**config.mk**
```make
export PLATFORM = sky130hd
export DESIGN_NAME = sort_ingress_packer
export DESIGN_NICKNAME = d
export VERILOG_FILES = /design/src/rtl/sort_ingress_packer_pkg.sv /design/src/rtl/sort_ingress_packer_lane_fifo.sv /design/src/rtl/sort_ingress_packer.sv
export SDC_FILE = /design/constraint.sdc
export NUM_CORES = 2
export LEC_CHECK = 0
export CORE_MARGIN = 5
export CORE_UTILIZATION = 62
export DETAILED_ROUTE_END_ITERATION = 8
export PLACE_DENSITY = 0.91
export SYNTH_ARGS = -nofsm -noshare
export SYNTH_HDL_FRONTEND = slang
export SYNTH_SLANG_ARGS = --single-unit
```
**constraint.sdc**
```tcl
create_clock -name clk -period 6.66 [get_ports clk]
set_clock_uncertainty 0.05 [all_clocks]
set_input_delay 1.665 -clock clk [delete_from_list [all_inputs] [get_ports clk]]
set_output_delay 1.665 -clock clk [all_outputs]
set_load 0.02 [all_outputs]
```
**src/rtl/sort_ingress_packer_pkg.sv**
```systemverilog
// Shared definitions for the ingress packer: lane field layout, idle-lane fill
// and FSM state encoding.
package sort_ingress_packer_pkg;

    typedef enum logic [1:0] {
        ST_IDLE   = 2'd0,
        ST_GATHER = 2'd1,
        ST_GAP    = 2'd2
    } state_e;

    // Lanes that carry no cell this launch are driven with this bit in every position.
    localparam logic IDLE_FILL = 1'b0;

    localparam int unsigned DATA_LSB = 0;

    function automatic int unsigned id_w_f(input int unsigned port_nub);
        return $clog2(port_nub);
    endfunction

    function automatic int unsigned field_w_f(input int unsigned port_nub,
                                              input int unsigned data_width);
        return 2 * id_w_f(port_nub) + data_width;
    endfunction

    function automatic int unsigned dst_lsb_f(input int unsigned data_width);
        return data_width;
    endfunction

    function automatic int unsigned src_lsb_f(input int unsigned port_nub,
                                              input int unsigned data_width);
        return data_width + id_w_f(port_nub);
    endfunction

    // Bits needed for a counter that runs 0..n-1 (at least one bit).
    function automatic int unsigned cnt_w_f(input int unsigned n);
        return (n > 1) ? $clog2(n) : 1;
    endfunction

endpackage

```
**src/rtl/sort_ingress_packer_lane_fifo.sv**
```systemverilog
// Per-lane synchronous FIFO with registered count and registered not-full /
// nonempty flags; push and pop may occur in the same cycle.
module sort_ingress_packer_lane_fifo #(
    parameter int unsigned W     = 16,
    parameter int unsigned DEPTH = 4
) (
    input  logic         clk,
    input  logic         rst_n,
    input  logic         push,
    input  logic         pop,
    input  logic [W-1:0] wdata,
    output logic [W-1:0] head_c,
    output logic         not_full,
    output logic         nonempty,
    output logic         nonempty_nxt_c
);
    localparam int unsigned PTR_W = $clog2(DEPTH);
    localparam int unsigned CNT_W = $clog2(DEPTH + 1);

    logic [W-1:0]     mem [DEPTH];
    logic [PTR_W-1:0] wr_ptr;
    logic [PTR_W-1:0] rd_ptr;
    logic [CNT_W-1:0] cnt;
    logic [CNT_W-1:0] cnt_nxt;
    logic             do_push;
    logic             do_pop;

    assign do_push        = push && not_full;
    assign do_pop         = pop && nonempty;
    assign head_c         = mem[rd_ptr];
    assign nonempty_nxt_c = (cnt_nxt != '0);

    always_comb begin
        cnt_nxt = cnt;
        if (do_push && !do_pop) begin
            cnt_nxt = cnt + CNT_W'(1);
        end else if (!do_push && do_pop) begin
            cnt_nxt = cnt - CNT_W'(1);
        end
    end

    always_ff @(posedge clk or negedge rst_n) begin
        if (!rst_n) begin
            wr_ptr   <= '0;
            rd_ptr   <= '0;
            cnt      <= '0;
            not_full <= 1'b1;
            nonempty <= 1'b0;
            for (int unsigned j = 0; j < DEPTH; j++) begin
                mem[j] <= '0;
            end
        end else begin
            if (do_push) begin
                mem[wr_ptr] <= wdata;
                wr_ptr      <= wr_ptr + PTR_W'(1);
            end
            if (do_pop) begin
                rd_ptr <= rd_ptr + PTR_W'(1);
            end
            cnt      <= cnt_nxt;
            not_full <= (cnt_nxt != CNT_W'(DEPTH));
            nonempty <= (cnt_nxt != '0);
        end
    end

endmodule

```
**src/rtl/sort_ingress_packer.sv**
```systemverilog
// Ingress packer: buffers per-port cells, stamps source ids and launches aligned
// port vectors into the sorting network under fill / timeout / spacing rules.
module sort_ingress_packer
    import sort_ingress_packer_pkg::*;
#(
    parameter  int unsigned PORT_NUB   = 16,
    parameter  int unsigned DATA_WIDTH = 8,
    parameter  int unsigned FIFO_DEPTH = 4,
    parameter  int unsigned MAX_WAIT   = 8,
    parameter  int unsigned MIN_GAP    = 1,
    localparam int unsigned ID_W       = id_w_f(PORT_NUB),
    localparam int unsigned W          = field_w_f(PORT_NUB, DATA_WIDTH)
) (
    input  logic                         clk,
    input  logic                         rst_n,
    input  logic [PORT_NUB-1:0]          in_valid,
    output logic [PORT_NUB-1:0]          in_ready,
    input  logic [PORT_NUB*ID_W-1:0]     in_dst,
    input  logic [PORT_NUB*DATA_WIDTH-1:0] in_data,
    input  logic                         net_hold,
    output logic                         out_valid,
    output logic [PORT_NUB-1:0]          out_lane_valid,
    output logic [PORT_NUB*W-1:0]        port_out,
    output logic [15:0]                  launch_cnt
);
    localparam int unsigned SRC_LSB   = src_lsb_f(PORT_NUB, DATA_WIDTH);
    localparam int unsigned DST_LSB   = dst_lsb_f(DATA_WIDTH);
    localparam int unsigned WAIT_W    = cnt_w_f(MAX_WAIT);
    localparam int unsigned GAP_W     = cnt_w_f(MIN_GAP);
    localparam logic [WAIT_W-1:0] WAIT_LAST = WAIT_W'(MAX_WAIT - 1);
    localparam logic [GAP_W-1:0]  GAP_LAST  = GAP_W'((MIN_GAP > 1) ? MIN_GAP - 2 : 0);

    logic [PORT_NUB-1:0]   nonempty;
    logic [PORT_NUB-1:0]   nonempty_nxt_c;
    logic [PORT_NUB*W-1:0] vec_c;
    logic                  launch_c;
    logic                  any_full_c;
    logic                  all_ne_c;

    state_e            state_q;
    state_e            state_d;
    logic [WAIT_W-1:0] wait_q;
    logic [WAIT_W-1:0] wait_d;
    logic [GAP_W-1:0]  gap_q;
    logic [GAP_W-1:0]  gap_d;

    for (genvar i = 0; i < PORT_NUB; i++) begin : g_lane
        logic [W-1:0] wdata;
        logic [W-1:0] head_c;

        assign wdata[SRC_LSB +: ID_W]        = ID_W'(i);
        assign wdata[DST_LSB +: ID_W]        = in_dst[i*ID_W +: ID_W];
        assign wdata[DATA_LSB +: DATA_WIDTH] = in_data[i*DATA_WIDTH +: DATA_WIDTH];
        assign vec_c[i*W +: W] = nonempty[i] ? head_c : {W{IDLE_FILL}};

        sort_ingress_packer_lane_fifo #(
            .W     (W),
            .DEPTH (FIFO_DEPTH)
        ) u_fifo (
            .clk            (clk),
            .rst_n          (rst_n),
            .push           (in_valid[i]),
            .pop            (launch_c),
            .wdata          (wdata),
            .head_c         (head_c),
            .not_full       (in_ready[i]),
            .nonempty       (nonempty[i]),
            .nonempty_nxt_c (nonempty_nxt_c[i])
        );
    end

    assign any_full_c = ~&in_ready;
    assign all_ne_c   = &nonempty;

    // Launch decision and post-launch spacing.
    always_comb begin
        state_d  = state_q;
        wait_d   = wait_q;
        gap_d    = gap_q;
        launch_c = 1'b0;
        unique case (state_q)
            ST_IDLE: begin
                if (|nonempty) begin
                    state_d = ST_GATHER;
                    wait_d  = '0;
                end
            end
            ST_GATHER: begin
                if (!net_hold && (any_full_c || all_ne_c || (wait_q == WAIT_LAST))) begin
                    launch_c = 1'b1;
                    wait_d   = '0;
                    gap_d    = '0;
                    if (MIN_GAP > 1) begin
                        state_d = ST_GAP;
                    end else begin
                        state_d = (|nonempty_nxt_c) ? ST_GATHER : ST_IDLE;
                    end
                end else if (wait_q != WAIT_LAST) begin
                    wait_d = wait_q + WAIT_W'(1);
                end
            end
            ST_GAP: begin
                if (gap_q == GAP_LAST) begin
                    state_d = (|nonempty_nxt_c) ? ST_GATHER : ST_IDLE;
                    wait_d  = '0;
                end else begin
                    gap_d = gap_q + GAP_W'(1);
                end
            end
            default: state_d = ST_IDLE;
        endcase
    end

    always_ff @(posedge clk or negedge rst_n) begin
        if (!rst_n) begin
            state_q <= ST_IDLE;
            wait_q  <= '0;
            gap_q   <= '0;
        end else begin
            state_q <= state_d;
            wait_q  <= wait_d;
            gap_q   <= gap_d;
        end
    end

    // Output vector register; holds between launches.
    always_ff @(posedge clk or negedge rst_n) begin
        if (!rst_n) begin
            out_valid      <= 1'b0;
            out_lane_valid <= '0;
            port_out       <= '0;
            launch_cnt     <= '0;
        end else begin
            out_valid <= launch_c;
            if (launch_c) begin
                out_lane_valid <= nonempty;
                port_out       <= vec_c;
                launch_cnt     <= launch_cnt + 16'd1;
            end
        end
    end

endmodule

```
==> impl_results.html <==
<table>
<tr><th>Metric</th><th>Value</th></tr>
<tr><th colspan="2">STA</th></tr>
<tr><td>Final setup violation count</td><td>0</td></tr>
<tr><td>Pins over their slew limit</td><td>0</td></tr>
<tr><td>Part of the cycle the worst path needs</td><td>0.714</td></tr>
<tr><td>Maximum clock rate</td><td>between 200 and 250 MHz</td></tr>
<tr><td>Unrepaired setup endpoints after global routing</td><td>false</td></tr>
<tr><td>Headroom to the max-slew limit</td><td>0.226</td></tr>
<tr><td>Slew of the pin with the lowest slew margin</td><td>1.16 ns</td></tr>
<tr><td>Time the worst path needs with I/O delays and setup</td><td>4.75 ns</td></tr>
<tr><td>Hold Violations, Final</td><td>0</td></tr>
<tr><td>Setup TNS after final layout</td><td>0 ns</td></tr>
<tr><th colspan="2">Floorplan</th></tr>
<tr><td>Effective utilization at floorplan</td><td>0.624</td></tr>
<tr><td>Die Wd</td><td>303 um</td></tr>
<tr><td>Boundary Pins</td><td>just over 500</td></tr>
<tr><td>Area of the die</td><td>91700 sq um</td></tr>
<tr><td>Vertical extent of the die</td><td>303 um</td></tr>
<tr><td>Core Area</td><td>85100 sq um</td></tr>
<tr><td>Row Count</td><td>107</td></tr>
<tr><th colspan="2">Outcome</th></tr>
<tr><td>Result of the run</td><td>finished clean</td></tr>
<tr><th colspan="2">Synth</th></tr>
<tr><td>Post-Synthesis Mean Instance Area</td><td>13.5 sq um</td></tr>
<tr><td>Share of the synthesized netlist area taken by xor and xnor gates</td><td>0.0166</td></tr>
<tr><td>Yosys reg bits</td><td>1216</td></tr>
<tr><td>Number of flops mapped to enable cells by yosys</td><td>0</td></tr>
<tr><td>Most used flip-flop cell after synthesis</td><td>sky130_fd_sc_hd__dfrtp_1</td></tr>
<tr><td>Synthesized-area fraction occupied by adder cells</td><td>0.0246</td></tr>
<tr><td>Share of synthesized area spent on multiplexers</td><td>0.253</td></tr>
<tr><td>Share of synthesized cell area in and, or, nand and nor gates</td><td>0.0877</td></tr>
<tr><td>Number of distinct standard cells referenced by the synthesized netlist</td><td>53</td></tr>
<tr><td>Synth top area share</td><td>0.565</td></tr>
<tr><td>FFs w/ async S/R, synth</td><td>1.00</td></tr>
<tr><td>Area fraction in compound gates after synthesis</td><td>0.0147</td></tr>
<tr><td>Syn. warnings</td><td>0</td></tr>
<tr><td>Mapped Cells</td><td>roughly 4000</td></tr>
<tr><td>Cell area after synthesis</td><td>~53000 sq um</td></tr>
<tr><td>Combinational family with the most area after synthesis</td><td>multiplexers</td></tr>
<tr><td>Cell types occupying the most area after synthesis</td><td>sky130_fd_sc_hd__dfrtp_1, sky130_fd_sc_hd__mux2_2, sky130_fd_sc_hd__mux4_2</td></tr>
<tr><td>Top cell types by occurrence after synthesis</td><td>sky130_fd_sc_hd__dfrtp_1, sky130_fd_sc_hd__mux2_2, sky130_fd_sc_hd__nand2_1</td></tr>
<tr><td>Proportion of synthesized chip area in sequential cells</td><td>0.573</td></tr>
<tr><td>Most frequently used cell type in the post-synthesis netlist</td><td>sky130_fd_sc_hd__dfrtp_1</td></tr>
<tr><td>Cell type contributing the most total cell area after synthesis</td><td>sky130_fd_sc_hd__dfrtp_1</td></tr>
<tr><th colspan="2">Clock tree</th></tr>
<tr><td>Number of buffers added for setup after CTS</td><td>0</td></tr>
<tr><td>Number of buffers on the longest clock path</td><td>3</td></tr>
<tr><td>Worst-skew pair later-pin latency</td><td>0.70 ns</td></tr>
<tr><td>CTS-repair resized insts</td><td>0</td></tr>
<tr><td>CTS tree</td><td>built</td></tr>
<tr><td>Quantity of hold-fixing buffers added after cts</td><td>0</td></tr>
<tr><td>Total number of clock tree sinks</td><td>about 1200</td></tr>
<tr><td>Clock tree root driver cell</td><td>sky130_fd_sc_hd__clkbuf_16</td></tr>
<tr><td>H-tree lvl count</td><td>3</td></tr>
<tr><td>Clock transition at the registers of the reported paths</td><td>~0.060 ns</td></tr>
<tr><td>Number of CTS-inserted buffers</td><td>118</td></tr>
<tr><th colspan="2">Cells and area</th></tr>
<tr><td>Filler Cells Inserted</td><td>approximately 5000</td></tr>
<tr><td>Final layout net count</td><td>4611</td></tr>
<tr><td>Multi-input gate area</td><td>21200 sq um</td></tr>
<tr><td>Ratio of cells with drive above 1 in the final layout</td><td>0.279</td></tr>
<tr><td>Non-filler cells, final</td><td>5571</td></tr>
<tr><td>Core occupancy in the finished layout</td><td>0.737</td></tr>
<tr><td>Sequential cell area in the final layout</td><td>30400 sq um</td></tr>
<tr><td>Post-synthesis to final-layout area growth</td><td>18.0%</td></tr>
<tr><th colspan="2">Route</th></tr>
<tr><td>Wire length after detailed routing</td><td>130000 um</td></tr>
<tr><td>Routed vias</td><td>33406</td></tr>
<tr><td>Avg Vias per Cell</td><td>6.00</td></tr>
<tr><td>Number of optimization iterations in the first detailed-route pass</td><td>7</td></tr>
<tr><td>Detailed Route Iter0 Violations</td><td>2280</td></tr>
<tr><td>WL per Instance</td><td>23.3 um</td></tr>
<tr><td>Remaining number of nets flagged by the antenna check after routing</td><td>0</td></tr>
<tr><td>Number of DRC violations after detailed routing</td><td>0</td></tr>
<tr><th colspan="2">Global route</th></tr>
<tr><td>Number of antenna violations at the first check in global routing</td><td>29</td></tr>
<tr><td>Global-route usage over all layers</td><td>0.286</td></tr>
<tr><td>Layer with the highest usage</td><td>met2</td></tr>
<tr><td>Wire length of the first global-routing pass</td><td>206000 um</td></tr>
<tr><td>Vias in the first global route</td><td>36484</td></tr>
<tr><td>Met1 routing resource usage after global routing</td><td>0.366</td></tr>
<tr><td>Global-route track usage on met2</td><td>0.475</td></tr>
<tr><td>Remaining global-route overflow</td><td>0</td></tr>
<tr><td>Pin count of the biggest net entering global routing</td><td>170</td></tr>
<tr><td>Met3 Use GR</td><td>0.0651</td></tr>
<tr><th colspan="2">Placement</th></tr>
<tr><td>Post-placement cell count</td><td>5325</td></tr>
<tr><td>Estimated wirelength of the detail-placed design</td><td>84300 um</td></tr>
<tr><td>Weighted congestion at the end of routability-driven global placement</td><td>0.817</td></tr>
<tr><td>Port Buf Inserts</td><td>between 400 and 500</td></tr>
<tr><th colspan="2">Worst setup path</th></tr>
<tr><td>WP data arrival</td><td>approximately 5.2 ns</td></tr>
<tr><td>Startpoint of the worst-slack reg-to-reg timing path</td><td>g_lane[8].u_fifo.nonempty</td></tr>
<tr><td>Capture point of the worst reg-to-reg path</td><td>state_q[0]</td></tr>
<tr><td>Start-to-end type of the worst setup path</td><td>flip-flop to flip-flop</td></tr>
<tr><td>Slack of the worst reg-to-reg path</td><td>1.91 ns</td></tr>
<tr><td>R2R depth</td><td>11</td></tr>
<tr><td>Launch point of the worst path</td><td>g_lane[8].u_fifo.nonempty</td></tr>
<tr><td>Peak fanout along the critical path</td><td>107</td></tr>
<tr><td>Sort of element at the start of the critical path</td><td>flip-flop</td></tr>
<tr><td>Required time worst endpoint</td><td>7.15 ns</td></tr>
<tr><td>CP Capture Type</td><td>flip-flop</td></tr>
<tr><th colspan="2">Worst hold path</th></tr>
<tr><td>Worst min-delay path startpoint</td><td>g_lane[11].u_fifo.mem[45]</td></tr>
<tr><td>Endpoint of the worst hold-timing path</td><td>g_lane[11].u_fifo.mem[45]</td></tr>
<tr><td>Cell count of the worst hold path</td><td>1</td></tr>
<tr><td>Min-delay worst type</td><td>flip-flop to flip-flop</td></tr>
<tr><th colspan="2">Pwr</th></tr>
<tr><td>Cell area power density</td><td>between 500 and 600 nW/um^2</td></tr>
<tr><td>Leakage dissipation</td><td>between 20 and 30 nW</td></tr>
<tr><td>Worst IR Drop VDD</td><td>between 400 and 500 uV</td></tr>
<tr><th colspan="2">Job</th></tr>
<tr><td>Max Cap Viol</td><td>0</td></tr>
</table>
routing by layer:
metal  vias to the layer above  part of all wire
met5                         -           0.00047
met4                        10             0.046
met3                       346             0.068
met2                      1153              0.50
met1                     17437              0.39
li1                      14460                 -
where the power goes:
| group | total, W | switching, W | internal [W] |
|---|---|---|---|
| combinational | 0.0121 | 0.00537 | 0.00676 |
| clock | 0.00712 | 0.00294 | 0.00418 |
| sequential | 0.0138 | 0.00292 | 0.0109 |
| total | 0.0331 | 0.0112 | 0.0219 |
how the worst max path moves through the flow:
stage,to,slack [ns],depth (start not counted)
2_1_floorplan,state_q[0],2.93,9
3_3_place_gp,state_q[0],1.73,10
3_5_place_dp,state_q[0],1.66,10
4_1_cts,state_q[0],1.93,11
5_1_grt,state_q[0],1.71,11
6_report,state_q[0],1.91,11
area by class of cell:
cell class,count,area share
Tap cell,1144,0.0228
Clock buffer,166,0.0546
Multi-Input combinational cell,2386,0.338
Timing Repair Buffer,501,0.0810
Antenna cell,27,0.00108
Sequential cell,1216,0.485
Clock inverter,53,0.0124
Inverter,78,0.00487
flip-flops by register name (all words and copies together) (netlist names):
register / count
g_lane.u_fifo.mem: 828
out_valid: 1
launch_cnt: 16
port_out: 207
wait_q: 3
g_lane.u_fifo.nonempty: 16
g_lane.u_fifo.rd_ptr: 32
g_lane.u_fifo.not_full: 16
state_q: 1
out_lane_valid: 16
g_lane.u_fifo.wr_ptr: 32
g_lane.u_fifo.cnt: 48
worst max-delay path, cell delays in order, from the launching register on:
cell,delay (ns)
sky130_fd_sc_hd__dfrtp_1,0.85
sky130_fd_sc_hd__nand4_1,0.29
sky130_fd_sc_hd__or4_4,0.65
sky130_fd_sc_hd__a311o_4,0.39
sky130_fd_sc_hd__clkinv_8,0.41
sky130_fd_sc_hd__buf_4,0.67
sky130_fd_sc_hd__a21oi_1,0.24
sky130_fd_sc_hd__a22oi_1,0.28
sky130_fd_sc_hd__xnor2_1,0.12
sky130_fd_sc_hd__nand2b_1,0.18
sky130_fd_sc_hd__nor4_2,0.29
sky130_fd_sc_hd__a31oi_1,0.12
logic make-up after synthesis:
| group | Yosys count |
|---|---|
| DFF | 1216 |
| AOI/OAI and AO/OA | 121 |
| adders and majority gates | 106 |
| and+or+nand+nor | 1039 |
| xor gates and xnor gates | 101 |
| buffers and inverters | 358 |
| other | 1 |
| muxes | 987 |
cell usage in the layout, fill, tap and decap left out, types with 74 or more instances in the layout:
cell | Yosys | routed
sky130_fd_sc_hd__dfrtp_1 | 1200 | 1200
sky130_fd_sc_hd__mux2_2 | 769 | 769
sky130_fd_sc_hd__nand2_1 | 626 | 626
sky130_fd_sc_hd__clkdlybuf4s50_1 | 0 | 482
sky130_fd_sc_hd__nand3_1 | 242 | 242
sky130_fd_sc_hd__mux4_2 | 207 | 207
sky130_fd_sc_hd__clkbuf_16 | 0 | 120
sky130_fd_sc_hd__ha_1 | 99 | 99
sky130_fd_sc_hd__xnor2_1 | 92 | 92
sky130_fd_sc_hd__inv_1 | 77 | 77
sky130_fd_sc_hd__nand2b_1 | 74 | 74
through the flow:
| step | cell area, sq um | hold WS [ns] | power [W] | setup WS (ns) |
|---|---|---|---|---|
| 5_1_grt | 62700 | 0.424 | 0.0349 | 1.71 |
| 3_3_place_gp | 58500 | 0.393 | 0.0250 | 1.73 |
| 3_5_place_dp | 58500 | 0.398 | 0.0258 | 1.66 |
| 4_1_cts | 62700 | 0.415 | 0.0332 | 1.93 |
| 6_report | 62700 | 0.411 | 0.0331 | 1.91 |
| 2_1_floorplan | 53300 | 0.379 | 0.0217 | 2.93 |
Power figures use the tool's default switching activity.
